==> src/rtl/shift_add_mult_seq.sv <==
// Sequential unsigned N x N shift-and-add multiplier with valid/ready handshakes on both sides.
// Latency: N+1 edges from the accept edge to out_valid; one operation in flight at a time.
// Backpressure: product and out_valid are held in DONE until out_ready; in_ready stays low until IDLE.
module shift_add_mult_seq #(
    parameter int N = 8
) (
    input  logic             clk_i,
    input  logic             rst_i,
    input  logic             in_valid_i,
    output logic             in_ready_o,
    input  logic [N-1:0]     a_i,
    input  logic [N-1:0]     b_i,
    output logic             out_valid_o,
    input  logic             out_ready_i,
    output logic [2*N-1:0]   product_o,
    output logic             busy_o
);

    localparam int CNT_W = $clog2(N + 1);

    typedef enum logic [1:0] {
        S_IDLE,
        S_RUN,
        S_DONE
    } state_t;

    state_t           state_q, state_d;
    logic [CNT_W-1:0] count_q, count_d;
    logic [N-1:0]     acc_hi_q, acc_hi_d;
    logic [N-1:0]     acc_lo_q, acc_lo_d;
    logic [N-1:0]     mcand_q, mcand_d;
    logic [N:0]       sum;

    always_ff @(posedge clk_i) begin
        if (rst_i) begin
            state_q  <= S_IDLE;
            count_q  <= '0;
            acc_hi_q <= '0;
            acc_lo_q <= '0;
            mcand_q  <= '0;
        end else begin
            state_q  <= state_d;
            count_q  <= count_d;
            acc_hi_q <= acc_hi_d;
            acc_lo_q <= acc_lo_d;
            mcand_q  <= mcand_d;
        end
    end

    always_comb begin
        state_d  = state_q;
        count_d  = count_q;
        acc_hi_d = acc_hi_q;
        acc_lo_d = acc_lo_q;
        mcand_d  = mcand_q;
        // Carry-out lands in sum[N] and is shifted into the top of acc_hi.
        sum      = {1'b0, acc_hi_q} + (acc_lo_q[0] ? {1'b0, mcand_q} : '0);

        case (state_q)
            S_IDLE: begin
                if (in_valid_i) begin
                    mcand_d  = a_i;
                    acc_lo_d = b_i;
                    acc_hi_d = '0;
                    count_d  = '0;
                    state_d  = S_RUN;
                end
            end
            S_RUN: begin
                acc_hi_d = sum[N:1];
                acc_lo_d = {sum[0], acc_lo_q[N-1:1]};
                count_d  = count_q + CNT_W'(1);
                if (count_q == CNT_W'(N - 1)) begin
                    state_d = S_DONE;
                end
            end
            S_DONE: begin
                if (out_ready_i) begin
                    state_d = S_IDLE;
                end
            end
            default: begin
                state_d = S_IDLE;
            end
        endcase
    end

    assign in_ready_o  = (state_q == S_IDLE) && !rst_i;
    assign out_valid_o = (state_q == S_DONE) && !rst_i;
    assign busy_o      = (state_q != S_IDLE) && !rst_i;
    assign product_o   = {acc_hi_q, acc_lo_q};

endmodule

==> config.mk <==
export PLATFORM = sky130hd
export DESIGN_NAME = shift_add_mult_seq
export DESIGN_NICKNAME = d
export VERILOG_FILES = /design/src/rtl/shift_add_mult_seq.sv
export SDC_FILE = /design/constraint.sdc
export NUM_CORES = 1
export LEC_CHECK = 0
export ABC_AREA = 1
export CORE_ASPECT_RATIO = 1.1
export CORE_MARGIN = 3
export CORE_UTILIZATION = 40
export DETAILED_ROUTE_END_ITERATION = 16
export PLACE_DENSITY_LB_ADDON = 0.12
export SETUP_SLACK_MARGIN = 0.02
export SYNTH_ARGS = -nofsm -noshare
export SYNTH_HDL_FRONTEND = slang
export SYNTH_SLANG_ARGS = --single-unit
==> constraint.sdc <==
create_clock -name clk_i -period 2.95 [get_ports clk_i]
set_input_delay 0.59 -clock clk_i [delete_from_list [all_inputs] [get_ports clk_i]]
set_output_delay 0.59 -clock clk_i [all_outputs]
set_load 0.01 [all_outputs]
==> run_results.csv <==
group,metric,value,unit
routing,routed_wl,3720,um
run_status,status,"complete, no violations",
worst_setup_path,crit_buf_inv,2,
cts,clock_latency,280,ps
die,initial_core_util,41.8,%
synth,synth.largest_area_cell,"dfxtp_1",
cts,clk_pin_slew_worst_paths,60,ps
routing,drt-wirelength-per-cell,11.3,um
die,coreArea,0.00399,sq mm
final_layout,nets,308,
worst_setup_path,worstPathArrival,1800,ps
final_layout,final_cells,330,
synth,netlist_area,0.00167,sq mm
grt,grt_usage,17.9,%
timing,fmax,418,MHz
grt,overflow,0,
die,rows,24,
cts,cts.path.max_buffers,2,
flow_run,maxCapViolCount,0,
timing,setup_tns,0,ps
final_layout,drive_gt1_share,6.47,%
place,portBuffers,38,
synth,synth.net_count,271,
cts,cts_buffers,5,
die,die_h,73.8,um
routing,dr.pass1.iters,4,
timing,period_needed,2390,ps
routing,num_vias,1596,
worst_setup_path,end_kind,"output pin",
timing,drv_slew,0,
timing,slew_headroom,70.9,%
worst_setup_path,crit_fanout,4,
worst_setup_path,critPathKind,"in -> out",
cts,postCtsSetupBuffers,0,
cts,htree_levels,2,
grt,grt_max_degree,28,
final_layout,area_delta_synth_final,27.4,%
die,die_x,67.6,um
timing,clock_skew,7.15,ps
worst_setup_path,crit_family,"buffers and inverters",
synth,ys_ff_latch,30,
power_and_ir_drop,max-vdd-ir-drop,0.342,mV
grt,grt_pass1_wl,6750,um
worst_setup_path,critical-path-max-stage-delay,560,ps
cts,cts_resized,0,
routing,first_iter_violations,64,
cts,hold_buffers,0,
synth,synth_most_common_cell,"nand2_1",
timing,rsz0062_at_grt,"no",
synth,yosys.area.top_type_share,36.0,%
place,place_congestion,0.772,
worst_setup_path,crit_path_start_kind,"primary input",
place,dp_cells,323,
grt,grt_pass1_vias,1552,
synth,synth_edf_count,0,
synth,synth.top_cells.by_count,"nand2_1, inv_1, dfxtp_1",
timing,tightestPinTransition,436,ps
worst_setup_path,cp_slowest_cell,"clkdlybuf4s50_1",
worst_hold_path,hold_path_class,"reg -> reg",
synth,avgSynthCellArea,6.93,sq um
cts,cts_tree,"yes",
worst_setup_path,crit_chain,"clkdlybuf4s50_1, nor3_1, clkdlybuf4s50_1",
place,hpwlAfterDp,2750,um
timing,finalHoldViolations,0,
grt,antenna_found_initial,0,
power_and_ir_drop,p_leak,0.980,nW
power_and_ir_drop,power_density,457,mW/mm^2
cts,cts-root-buf,"clkbuf_8",
timing,period_share,81.2,%
synth,synth_warnings,0,
synth,netlist_top_cells_area,"dfxtp_1, nand2_1, a21oi_1",
synth,synth_ff_type,"dfxtp_1",
cts,cts_sinks,30,
die,ios,39,
synth,seq_area_frac_synth,36.0,%
synth,async_reset_ff_share,0,%
final_layout,diodes,0,
routing,vias_per_cell,4.84,
worst_setup_path,crit_top_cell,"clkdlybuf4s50_1",
routing,ant_nets,0,
worst_setup_path,critPathRequiredTime,2360,ps
synth,ys_types,24,
synth,postSynthCellCount,241,
die,die_area,0.00499,sq mm
timing,setup_violations,0,
routing,drc,0,
## worst paths after layout
kind	cells after the start	slack [ps]	start	endpoint
worst min register to register	2	460	acc_lo_q[4]	acc_lo_q[4]
worst min-delay path	2	460	acc_lo_q[4]	acc_lo_q[4]
worst max register to register	11	1050	acc_lo_q[0]	acc_hi_q[5]
worst max-delay path	3	560	rst_i	out_valid_o
## flip-flops by register name, summed over array words and instances (netlist names)
signal,cells
mcand_q,8
acc_hi_q,8
count_q,4
acc_lo_q,8
state_q,2
## tightest hold or removal path, delay by kind of cell, from the launching register on
family,cells,cell delay [ps]
buf+inv,1,60
flops,1,310
compound gates,1,50
## placed cells by master, fill, tap and decap left out, drive strengths merged
cell | Yosys | routed
or2 | 1 | 1
nand3b | 1 | 1
nor2 | 26 | 26
o21ai | 28 | 28
clkbuf | 2 | 5
a21oi | 28 | 28
o211ai | 1 | 1
nand3 | 12 | 12
nor3 | 2 | 2
inv | 34 | 34
dfxtp | 30 | 30
a31oi | 1 | 1
clkinv | 0 | 2
nand2 | 58 | 58
ha | 9 | 9
clkdlybuf4s50 | 0 | 38
buf | 7 | 1
fa | 1 | 1
## per-layer routing
layer / wire length [um] / track usage, %
met1: 1660 / 21.7
met2: 1860 / 29.5
met3: 153 / 5.50
met4: 52 / 6.76
met5: 0 / 0
## power by group
group / switching [W] / internal (W)
combinational: 0.000114 / 0.0000917
clock: 0.000152 / 0.000158
sequential: 0.0000209 / 0.000437
total: 0.000287 / 0.000687
## stage by stage
stage               hold slack, ps  power (W)  util (%)  setup slack, ps  instance area, sq um
floorplan                      453   0.000601         -             1200                  1670
global placement               453   0.000674      51.3              540                  2050
detailed placement             459   0.000675      51.3              550                  2050
CTS                            468   0.000991      53.3              556                  2130
global route                   501    0.00104      53.3              450                  2130
finish                         465   0.000973      53.3              555                  2130
## kinds of logic after synthesis
kind of cell / count (synthesis) / synth area share [%]
adders and majority gates: 10 / 7.94
AOI/OAI and AO/OA: 58 / 17.6
and+or+nand+nor: 100 / 26.4
DFF: 30 / 36.0
buffers and inverters: 43 / 12.1
## cell type report
class	count	area, sq um
Clock buffer	5	68.8
Clock inverter	2	10.0
Fill cell	432	1870
Inverter	34	128
Multi-Input combinational cell	168	868
Sequential cell	30	601
Tap cell	52	65.1
Timing Repair Buffer	39	388
No activity file was read; power rests on OpenSTA's default activity.
